==> src/rtl/inst_fetch.sv <==
// inst_fetch: single-outstanding instruction fetch FSM (LAUNCH/REQ/HOLD/ERR) with drop-on-flush and request timeout.
// Ports: pc_clk/reset (async, active-high); pc in; pc_en out to the PC register;
// imem_req/imem_addr/imem_ack/imem_rdata memory side; inst/inst_pc/inst_valid/decode_ready decode side;
// flush redirect in; fetch_err/err_cause sticky error out (01 misaligned, 10 timeout).
module inst_fetch #(
  parameter int TIMEOUT_CYC = 15
) (
  input  logic        pc_clk,
  input  logic        reset,
  input  logic [31:0] pc,
  output logic        pc_en,
  output logic        imem_req,
  output logic [31:0] imem_addr,
  input  logic        imem_ack,
  input  logic [31:0] imem_rdata,
  output logic [31:0] inst,
  output logic [31:0] inst_pc,
  output logic        inst_valid,
  input  logic        decode_ready,
  input  logic        flush,
  output logic        fetch_err,
  output logic [1:0]  err_cause
);
  typedef enum logic [1:0] {LAUNCH, REQ, HOLD, ERR} state_t;
  localparam logic [3:0] CNT_LAST = 4'(TIMEOUT_CYC - 1);
  state_t      state_q, state_d;
  logic [31:0] addr_q, addr_d, inst_q, inst_d, inst_pc_q, inst_pc_d;
  logic [3:0]  cnt_q, cnt_d;
  logic        drop_q, drop_d;
  logic [1:0]  cause_q, cause_d;
  always_ff @(posedge pc_clk or posedge reset) begin
    if (reset) begin
      state_q   <= LAUNCH;
      addr_q    <= '0;
      inst_q    <= '0;
      inst_pc_q <= '0;
      cnt_q     <= '0;
      drop_q    <= 1'b0;
      cause_q   <= 2'b00;
    end else begin
      state_q   <= state_d;
      addr_q    <= addr_d;
      inst_q    <= inst_d;
      inst_pc_q <= inst_pc_d;
      cnt_q     <= cnt_d;
      drop_q    <= drop_d;
      cause_q   <= cause_d;
    end
  end
  always_comb begin
    state_d   = state_q;
    addr_d    = addr_q;
    inst_d    = inst_q;
    inst_pc_d = inst_pc_q;
    cnt_d     = cnt_q;
    drop_d    = drop_q;
    cause_d   = cause_q;
    case (state_q)
      LAUNCH:
        if (pc[1:0] == 2'b00) begin
          addr_d    = pc;
          inst_pc_d = pc;
          cnt_d     = '0;
          state_d   = REQ;
        end else begin
          cause_d = 2'b01;
          state_d = ERR;
        end
      REQ:
        // a flush arriving in the ack cycle itself also poisons that data
        if (imem_ack) begin
          if (drop_q || flush) begin
            drop_d  = 1'b0;
            state_d = LAUNCH;
          end else begin
            inst_d  = imem_rdata;
            state_d = HOLD;
          end
        end else begin
          drop_d = drop_q | flush;
          if (cnt_q == CNT_LAST) begin
            cause_d = 2'b10;
            drop_d  = 1'b0;
            state_d = ERR;
          end else if (cnt_q != 4'hf) begin
            cnt_d = cnt_q + 4'd1;
          end
        end
      HOLD:
        if (flush || decode_ready) state_d = LAUNCH;
      ERR:
        if (flush) begin
          cause_d = 2'b00;
          state_d = LAUNCH;
        end
      default: state_d = LAUNCH;
    endcase
  end
  assign pc_en      = ~reset & (((state_q == HOLD) & decode_ready & ~flush) | flush);
  assign imem_req   = state_q == REQ;
  assign imem_addr  = addr_q;
  assign inst       = inst_q;
  assign inst_pc    = inst_pc_q;
  assign inst_valid = state_q == HOLD;
  assign fetch_err  = state_q == ERR;
  assign err_cause  = cause_q;
endmodule

==> config.mk <==
export PLATFORM = sky130hd
export DESIGN_NAME = inst_fetch
export DESIGN_NICKNAME = d
export VERILOG_FILES = /design/src/rtl/inst_fetch.sv
export SDC_FILE = /design/constraint.sdc
export NUM_CORES = 1
export LEC_CHECK = 0
export ABC_AREA = 1
export CORE_ASPECT_RATIO = 0.75
export CORE_UTILIZATION = 41
export DETAILED_ROUTE_END_ITERATION = 8
export PLACE_DENSITY = 0.78
export SLEW_MARGIN = 15
export SYNTH_ARGS = -nofsm -noshare
export SYNTH_HDL_FRONTEND = slang
export SYNTH_SLANG_ARGS = --single-unit
==> constraint.sdc <==
create_clock -name pc_clk -period 2.83 [get_ports pc_clk]
set_clock_uncertainty 0.1 [all_clocks]
set_input_delay 0.566 -clock pc_clk [delete_from_list [all_inputs] [get_ports pc_clk]]
set_output_delay 0.566 -clock pc_clk [all_outputs]
set_load 0.01 [all_outputs]
==> summary.txt, run 1 <==
CTS
  • Clock sinks: 73
  • TritonCTS clock tree: yes
  • H-tree Lvls: 3
  • Clk slew on worst S/H paths: 0.05 ns
  • Largest buffer count on any clock path: 2
  • Root buffer cell: clkbuf_16
  • CTS Hold Bufs: 0
  • Post-cts sizing count: 0
  • Clk_lat worst skew: 0.32 ns
  • Num CTS Buffers: 9
  • Setup bufs post-CTS: 0

Detailed routing
  • Routed wire length: 8030 µm
  • Average wire per standard cell: about 13 µm
  • Via/cell ratio: about 4.5
  • DRT iter0 DRCs: 196
  • Routed vias: 2,881
  • Final ANT Viol Nets: 0
  • Pre-antenna DRT Iters: 5
  • Drc violations: 0

Logic synthesis
  • Post-synthesis cell count: 391
  • Post-synth top area share: 0.518
  • Sequential area share after synthesis: 0.518
  • Ranking of synthesized cells by area: dfrtp_1, nand2_1, o21ai_2
  • FFs w/ async S/R, synth: 1.00
  • Yosys warns: 0
  • Post-synth EDFFs: 0
  • Commonest cells post-synth: nand2_1, dfrtp_1, inv_1, buf_4, o21ai_2
  • Post-synth cell types: 22
  • Most frequent cell after synthesis: nand2_1
  • Main synth FF type: dfrtp_1
  • Top cell type by total area after synthesis: dfrtp_1
  • Cell area after synthesis: approximately 0.0035 mm²
  • XOR/XNOR Fraction of Synth Area: 0.00248
  • Simple-gate share of the synthesized area: 0.231
  • Adder-Cell Fraction of Synth Area: 0.00710
  • Post-Syn Nets: ~460
  • Post-synthesis mux area share: 0
  • Largest family of logic cells by synthesized area: simple AND/OR/NAND/NOR gates
  • Synth Area in Compound Gates: 0.0869
  • Yosys reg bits: 73
  • Synthesized area per cell: between 9 and 10 µm²

Timing
  • Slew Limit Fails: 0
  • RSZ-0062 raised after global routing: no
  • Final TNS setup: 0 ns
  • Worst slew margin: 0.681
  • Hold Fails Final Rpt: 0
  • Setup ws final: 0.302 ns
  • Final worst path period share: 0.893
  • Slew @ Worst Pin: 0.478 ns
  • FMAX: approximately 400 MHz
  • Fin crit period: ~2.5 ns
  • Setup violators final: 0

Global route
  • Number of global-route vias before repair: 2,754
  • Initial antenna violation count: 0
  • Grt total ovfl: 0
  • Pin count of the biggest net entering global routing: between 60 and 70
  • First-pass GRT wire length: 12,700 µm
  • Total GRT Usage: 0.183

Floorplan
  • Top Ports: around 170
  • # rows: 28
  • Core footprint: between 0.008 and 0.009 mm²
  • Die W: between 100 and 150 µm
  • Initial Util: 0.436
  • Die ar.: 0.00898 mm²
  • Die Y: between 80 and 90 µm

Layout
  • Area Growth Syn to Fin: 52.4%
  • Layout fillers: 670
  • NumNets Final: about 600
  • Share of post-route cells with drive strength above 1: 0.162
  • Footprint of the multi-input gates: 0.00115 mm²
  • FF+latch area: 0.00183 mm²
  • Antenna Cells: 0

Worst setup path
  • Critical Path Source Type: input port
  • Crit path required time: approximately 2.2 ns
  • Arrival @ worst endpoint: around 1.9 ns
  • Crit path cell chain: clkdlybuf4s50_1 -> inv_1 -> a21oi_1 -> clkdlybuf4s50_1
  • Worst stage delay on the critical path: 0.55 ns
  • Max FO, Critical Path: 4
  • CP Capture Type: primary output
  • Most used cell, CP: clkdlybuf4s50_1
  • WS Path Type: in -> out
  • CP max stage cell: clkdlybuf4s50_1

Pwr
  • Leakage: 2.60 nW
  • Worst IR Drop VDD: 0.000542 V
  • Power per Cell Area: 1070 mW/mm²

Placed design
  • Port Buf Inserts: between 150 and 200
  • Estimated wirelength of the detail-placed design: about 6200 µm
  • Gp weighted congestion: between 0.8 and 0.9
  • Dpl ws: 0.316 ns

Job
  • # Max-Cap Violations: 0

Run status
  • Status: complete, no violations

Worst hold path
  • Min-delay worst type: reg -> reg
-- metal layers --
layer	vias up	GRT usage	part of all wire	wire (µm)
li1	1435	-	-	-
met1	1331	0.217	0.41	3330
met2	108	0.321	0.50	4000
met3	7	0.0581	0.080	645
met4	0	0.0486	0.0067	54
met5	-	0	0	0
-- sequential cells by signal, indices dropped and copies added, names as in the netlist --
register / count
err_cause: 2
inst: 32
drop_q: 1
cnt_q: 4
state_q: 2
inst_pc: 32
-- layout by cell type, fill, tap and decap left out, types with 3 or more instances in the layout --
cell type	instances
inv_2	5
nor2_1	13
nand3_1	7
nand2_1	130
inv_1	45
clkbuf_16	9
clkdlybuf4s50_1	170
buf_4	3
dfrtp_1	73
o21ai_2	32
nand2_2	28
a21oi_1	3
-- path summary, 6_finish.rpt --
check | from | endpoint | depth (start not counted) | slack (ns)
worst min register to register | err_cause[1]$_DFFE_PP0P_ | err_cause[1]$_DFFE_PP0P_ | 2 | 0.38
worst max register to register | state_q[1]$_DFFE_PP0P_ | inst_pc[7]$_DFFE_PP0P_ | 6 | 1.31
worst max-delay path | flush | pc_en | 4 | 0.30
worst min-delay path | err_cause[1]$_DFFE_PP0P_ | err_cause[1]$_DFFE_PP0P_ | 2 | 0.38
min in group asynchronous | reset | inst[20]$_DFFE_PP0P_ | 2 | 0.50
max in group asynchronous | reset | inst_pc[29]$_DFFE_PP0P_ | 3 | 1.57
-- through the flow --
| stage | cells | instance area, µm² | hold slack, ns | power, mW | util |
|---|---|---|---|---|---|
| after global routing | 642 | 5380 | 0.406 | 6.14 | 0.664 |
| after global placement | 627 | 5060 | 0.365 | 4.54 | 0.626 |
| after CTS | 642 | 5380 | 0.385 | 5.83 | 0.664 |
| final | 642 | 5380 | 0.382 | 5.75 | 0.664 |
| after floorplan | 391 | 3530 | 0.405 | 3.32 | - |
| after detailed placement | 627 | 5060 | 0.370 | 4.63 | 0.626 |
-- critical path, delay by kind of cell --
kind	cells	cell delay (ns)
compound gates	1	0.14
buf+inv	3	1.16
-- cells by family (layout without fill, tap and decap cells) --
logic type | count (synthesis) | in the layout
compound gates | 37 | 37
simple gates | 184 | 184
buf+inv | 94 | 240
xor+xnor | 1 | 1
fa+ha+maj | 2 | 2
flops | 73 | 73
-- layout make-up --
| class | count | share of cell area |
|---|---|---|
| Clock buffer | 10 | 0.0426 |
| Clock inverter | 5 | 0.0151 |
| Inverter | 50 | 0.0349 |
| Multi-Input combinational cell | 224 | 0.215 |
| Sequential cell | 73 | 0.340 |
| Tap cell | 105 | 0.0244 |
| Timing Repair Buffer | 175 | 0.328 |
-- power breakdown --
part / switching, mW / total, mW / internal (mW)
Combinational: 1.19 / 2.72 / 1.53
Clock: 0.402 / 1.17 / 0.766
Sequential: 0.362 / 1.87 / 1.50
Total: 1.95 / 5.75 / 3.80
Power figures use the tool's default switching activity.
==> run 2: changes to the inputs <==
- clock period: 2.83 -> 2.9 ns (I/O delays scaled with it)
==> run 2 against run 1 <==
  * Combinational power decreased by 3%
  * Die area stayed put
  * Clock power fell by 8%
  * Utilization barely moved
  * Sequential power down 2%
  * Via count grew 0.62%
  * Register-to-register slack worse by 0.10 ns
  * Sequential share of layout area about the same
  * Critical path depth did not move
  * Critical path type unchanged
==> summary.txt, run 2 (synthesis results as in run 1) <==
Detailed routing
  • Final ANT Viol Nets: 0 (unchanged)
  • DRT iter0 DRCs: 150 (-23%)
  • Routed wire length: 8220 µm (+2.4%)
  • Routed vias: 2,899 (+0.62%)
  • Average wire per standard cell: 12.8 µm (+2.4%)
  • Drc violations: 0 (unchanged)
  • Pre-antenna DRT Iters: 4 (-1)
  • Via/cell ratio: 4.52 (+0.62%)

Layout
  • Most common cell after layout, fill and taps aside: clkdlybuf4s50_1
  • Commonest non-fill, non-tap cells in the layout: clkdlybuf4s50_1, nand2_1, dfrtp_1
  • Area Growth Syn to Fin: 52.4% (about the same)
  • Layout fillers: 667 (-0.45%)
  • NumNets Final: 604 (unchanged)
  • Antenna Cells: 0 (unchanged)
  • Share of post-route cells with drive strength above 1: 0.164 (+0.00186)

Pwr
  • Switching Share: 0.344 (+0.00530)
  • Internal power: 3.65 mW (-4.1%)
  • Leakage: 2.60 nW (about the same)
  • Clock share of power: 0.195 (-0.008)
  • Switch Pwr: 1.92 mW (-1.8%)
  • Seq pwr share: 0.328 (+0.003)
  • Worst IR Drop VDD: 0.000549 V (+1.2%)
  • Combinational power share: 0.477 (+0.005)
  • Power per Cell Area: 1040 mW/mm² (-3.2%)

Worst setup path
  • Worst stage delay on the critical path: 0.55 ns (about the same)
  • WS Path Type: in -> out
  • Crit path cell chain: clkdlybuf4s50_1 -> inv_1 -> a21oi_1 -> clkdlybuf4s50_1
  • Critical Path Source Type: input port
  • Arrival @ worst endpoint: 1.88 ns (+0.02 ns)
  • Max FO, Critical Path: 4 (unchanged)
  • CP Capture Type: primary output
  • CP max stage cell: clkdlybuf4s50_1
  • CP startpoint: flush
  • Crit path required time: 2.22 ns (+0.06 ns)
  • Most used cell, CP: clkdlybuf4s50_1
  • Worst reg2reg path startpoint: state_q[1]$_DFFE_PP0P_

CTS
  • TritonCTS clock tree: yes
  • CTS Hold Bufs: 0 (unchanged)
  • Root buffer cell: clkbuf_16
  • Largest buffer count on any clock path: 2 (unchanged)
  • H-tree Lvls: 3 (unchanged)
  • Num CTS Buffers: 9 (unchanged)
  • Clk_lat worst skew: 0.32 ns (about the same)
  • Setup bufs post-CTS: 0 (unchanged)
  • Post-cts sizing count: 0 (unchanged)
  • Clock sinks: 73 (unchanged)
  • Clk slew on worst S/H paths: 0.05 ns (about the same)

Global route
  • Pin count of the biggest net entering global routing: 36 (-45%)
  • Number of global-route vias before repair: 2,691 (-2.3%)
  • M3 GR Usage: 0.0754 (+0.0173)
  • Met2 Usage GRT: 0.314 (-0.00629)
  • First-pass GRT wire length: 12,700 µm (about the same)
  • Met1 usage: 0.219 (+0.00205)
  • Layer with the highest usage: met2
  • Total GRT Usage: 0.184 (+0.00137)
  • Initial antenna violation count: 0 (unchanged)
  • Grt total ovfl: 0 (unchanged)

Job
  • # Max-Cap Violations: 0 (unchanged)

Timing
  • WHS: 0.376 ns (-0.00557 ns)
  • Slew Limit Fails: 0 (unchanged)
  • FMAX: 391 MHz
  • RSZ-0062 raised after global routing: no
  • Setup violators final: 0 (unchanged)
  • Final worst path period share: 0.882
  • Final TNS setup: 0 ns (unchanged)
  • Fin crit period: about 2.6 ns
  • Worst slew margin: 0.671 (-0.00941)
  • Slew @ Worst Pin: 0.493 ns (+0.0141 ns)
  • Hold Fails Final Rpt: 0 (unchanged)

Floorplan
  • Die Y: 82.3 µm (unchanged)
  • # rows: 28 (unchanged)
  • Core footprint: 0.00809 mm² (unchanged)
  • Initial Util: 0.436 (unchanged)
  • Die ar.: 0.00898 mm² (unchanged)
  • Die W: 109 µm (unchanged)
  • Top Ports: 171 (unchanged)

Placed design
  • Port Buf Inserts: 170 (unchanged)
  • Gp weighted congestion: 0.810 (-5.7%)
  • Estimated wirelength of the detail-placed design: 6130 µm (-1.9%)

Run status
  • Status: complete, no violations

Worst hold path
  • Hold Path Origin: err_cause[1]$_DFFE_PP0P_
  • Min-delay worst type: reg -> reg
==> run 2: changes by cell type in the layout (fill, tap and decap cells not counted) <==
cell and change:
buf_12 +1, buf_4 -1, bufinv_16 -1, clkbuf_1 -1, clkbuf_8 +1, clkinv_2 +1
==> run 2: layout make-up <==
cell class	count	area [µm²]	share of cell area
sequential	73	1830	0.340
timing repair buffer	175	1780	0.331
multi-input combinational	224	1150	0.215
clock buffer	10	239	0.0445
inverter	50	188	0.0349
tap	105	131	0.0245
clock inverter	5	56.3	0.0105
==> run 2: through the flow <==
stage,cells,utilization,power (mW),setup slack [ns],cell area (µm²)
2_1_floorplan,391,-,3.24,0.367,3530
3_3_place_gp,627,0.627,4.44,0.379,5080
3_5_place_dp,627,0.627,4.52,0.338,5080
4_1_cts,642,0.664,5.64,0.344,5370
5_1_grt,642,0.664,5.94,0.235,5370
6_report,642,0.664,5.56,0.342,5370
==> run 2: path summary, 6_finish.rpt <==
| path | to | slack [ns] | depth (start not counted) |
|---|---|---|---|
| worst max-delay path | pc_en | 0.34 | 4 |
| worst min-delay path | err_cause[1]$_DFFE_PP0P_ | 0.38 | 2 |
| worst max register to register | inst[31]$_DFFE_PP0P_ | 1.21 | 5 |
| worst min register to register | err_cause[1]$_DFFE_PP0P_ | 0.38 | 2 |
| max in group asynchronous | inst[12]$_DFFE_PP0P_ | 1.67 | 3 |
| min in group asynchronous | inst[27]$_DFFE_PP0P_ | 0.52 | 2 |
==> run 2: power groups by stage <==
| stage | Clock, mW | Sequential, mW | Combinational [mW] |
|---|---|---|---|
| after CTS | 1.12 | 1.83 | 2.69 |
| final | 1.08 | 1.83 | 2.65 |
| after detailed placement | 0 | 1.84 | 2.68 |
| after global routing | 1.16 | 1.89 | 2.89 |
| after floorplan | 0 | 1.99 | 1.25 |
| after global placement | 0 | 1.82 | 2.62 |
==> run 2: worst max-delay path: cells and delay by family <==
family	cells	cell delay [ns]
buffers and inverters	3	1.15
AOI/OAI and AO/OA	1	0.14
==> run 2: layer usage <==
metal  up-vias  part of all wire
met2       101              0.49
met5         -                 0
li1       1432                 -
met1      1364              0.42
met4         0            0.0018
met3         2             0.086
==> run 3: changes to the inputs <==
- CORE_ASPECT_RATIO: 0.75 -> 0.6
==> run 3 against run 2 <==
  * Cell area did not move
  * Sequential power barely moved
  * Clock power rose by 8%
  * Setup slack improved by 0.0067 ns
  * Die area barely moved
  * Fmax rose by 0.26%
  * Via count rose by 1.3%
  * First-iteration DRC count rose by 5.3%
  * Utilization fell by 0.072 points
  * Power rose by 1.7%
  * Wire length rose by 0.12%
==> summary.txt, run 3 (synthesis results as in run 1) <==
Floorplan
  • Die W: 122 µm (+12%)
  • Die Y: 73.8 µm (-10%)
  • Initial Util: 0.435 (-0.000471)
  • Core footprint: 0.00810 mm² (+0.11%)
  • # rows: 25 (-11%)
  • Die ar.: 0.00899 mm² (about the same)
  • Top Ports: 171 (unchanged)

Detailed routing
  • Final ANT Viol Nets: 0 (unchanged)
  • Routed met3 length: 589 µm (-17%)
  • Routed vias: 2,936 (+1.3%)
  • Metal-1 WL: 3610 µm (+4.4%)
  • Routed wl met2: 3940 µm (-2.4%)
  • Average wire per standard cell: 12.8 µm (-0.19%)
  • Drc violations: 0 (unchanged)
  • Pre-antenna DRT Iters: 4 (unchanged)
  • Routed wire length: 8230 µm (+0.12%)
  • DRT iter0 DRCs: 158 (+5.3%)
  • Via/cell ratio: 4.56 (+0.96%)
  • DR top layer: met4

Global route
  • Initial antenna violation count: 0 (unchanged)
  • Grt total ovfl: 0 (unchanged)
  • Total GRT Usage: 0.195 (+0.0110)
  • Number of global-route vias before repair: 2,773 (+3.0%)
  • Pin count of the biggest net entering global routing: 74 (+110%)
  • First-pass GRT wire length: 13,200 µm (+4.5%)

Timing
  • Final TNS setup: 0 ns (unchanged)
  • Final worst path period share: 0.880 (-0.00230)
  • Slew @ Worst Pin: 0.508 ns (+0.0159 ns)
  • RSZ-0062 raised after global routing: no
  • Hold Fails Final Rpt: 0 (unchanged)
  • Setup violators final: 0 (unchanged)
  • Slew Limit Fails: 0 (unchanged)
  • WHS: 0.382 ns (+0.00603 ns)
  • Worst slew margin: 0.661 (-0.0106)
  • Fin crit period: 2.55 ns (-0.00666 ns)
  • FMAX: 392 MHz (+0.26%)

Placed design
  • Estimated wirelength of the detail-placed design: 6030 µm (-1.6%)
  • Gp weighted congestion: 0.872 (+7.7%)
  • Port Buf Inserts: 170 (unchanged)
  • Placed insts: 628 (+0.16%)

Worst setup path
  • Delay-heaviest family, CP: buffers and inverters
  • Crit path cell chain: clkdlybuf4s50_1 -> inv_1 -> a21oi_1 -> clkdlybuf4s50_1
  • Max FO, Critical Path: 4 (unchanged)
  • Most used cell, CP: clkdlybuf4s50_1
  • Critical Path Source Type: input port
  • R2R Setup Slk: 1.34 ns (+0.13 ns)
  • Crit path required time: 2.22 ns (about the same)
  • Worst stage delay on the critical path: 0.55 ns (about the same)
  • CP Capture Type: primary output
  • WS Path Type: in -> out
  • Arrival @ worst endpoint: 1.87 ns (about the same)
  • CP max stage cell: clkdlybuf4s50_1
  • WP buf/inv: 3 (unchanged)

CTS
  • CTS Hold Bufs: 0 (unchanged)
  • Setup bufs post-CTS: 0 (unchanged)
  • TritonCTS clock tree: yes
  • Clk slew on worst S/H paths: 0.06 ns (about the same)
  • Clk_lat worst skew: 0.33 ns (about the same)
  • Largest buffer count on any clock path: 2 (unchanged)
  • Root buffer cell: clkbuf_16
  • Clock sinks: 73 (unchanged)
  • Post-cts sizing count: 0 (unchanged)
  • Num CTS Buffers: 9 (unchanged)
  • H-tree Lvls: 3 (unchanged)

Layout
  • Fin cells: 644 (+0.31%)
  • Antenna Cells: 0 (unchanged)
  • Commonest non-fill, non-tap cells in the layout: clkdlybuf4s50_1, nand2_1, dfrtp_1
  • NumNets Final: 602 (-0.33%)
  • Fin util: 0.663 (-0.000718)
  • Layout fillers: 647 (-3.0%)
  • Share of post-route cells with drive strength above 1: 0.162 (-0.00156)
  • Area Growth Syn to Fin: 52.4% (unchanged)
  • Most common cell after layout, fill and taps aside: clkdlybuf4s50_1

Pwr
  • Power Total: 5.66 mW (+1.7%)
  • Power per Cell Area: 1050 mW/mm² (+1.7%)
  • Worst IR Drop VDD: 0.000579 V (+5.5%)
  • Leakage: 2.60 nW (-0.24%)

Job
  • # Max-Cap Violations: 0 (unchanged)

Worst hold path
  • Min-delay worst type: reg -> reg

Run status
  • Status: complete, no violations
==> run 3: changes by cell type in the layout (fill, tap and decap cells not counted) <==
cell and change:
clkinvlp_4 +1, buf_4 -1, buf_12 -1, clkinv_4 -1, clkbuf_8 -1, bufinv_16 +1, inv_6 +1
==> run 3: path summary, 6_finish.rpt <==
kind	startpoint	end	depth (start not counted)
worst max-delay path	flush	pc_en	4
worst min-delay path	inst[12]$_DFFE_PP0P_	inst[12]$_DFFE_PP0P_	2
worst max register to register	state_q[1]$_DFFE_PP0P_	inst[11]$_DFFE_PP0P_	5
worst min register to register	inst[12]$_DFFE_PP0P_	inst[12]$_DFFE_PP0P_	2
max in group asynchronous	reset	inst_pc[19]$_DFFE_PP0P_	3
min in group asynchronous	reset	inst[27]$_DFFE_PP0P_	3
==> run 3: per-layer routing <==
| layer | GRT usage | vias to the layer above |
|---|---|---|
| met5 | 0 | - |
| met4 | 0.0617 | 0 |
| met3 | 0.0691 | 15 |
| met2 | 0.324 | 125 |
| met1 | 0.239 | 1370 |
| li1 | - | 1426 |
==> run 3: layout make-up <==
class	count	area, µm²	area share
inverters	50	188	0.0349
clock buffers	9	225	0.0419
flip-flops and latches	73	1830	0.340
multi-input cells	224	1150	0.215
clock inverters	7	93.8	0.0175
well taps	108	135	0.0252
repair buffers	173	1750	0.326
==> run 3: power breakdown <==
group,total (mW),switching [mW],internal (mW)
clock,1.17,0.422,0.752
sequential,1.83,0.365,1.47
combinational,2.65,1.16,1.49
==> run 3: stage by stage <==
stage / setup WS, ns / instance area, µm²
after floorplan: 0.367 / 3530
after global placement: 0.380 / 5050
after detailed placement: 0.343 / 5050
after CTS: 0.348 / 5370
after global routing: 0.224 / 5370
final: 0.349 / 5370
==> run 3: worst min-delay path, cell delays in order (launching register included) <==
cell and delay, ns:
dfrtp_1 0.35, nand2_2 0.06, o21ai_2 0.04
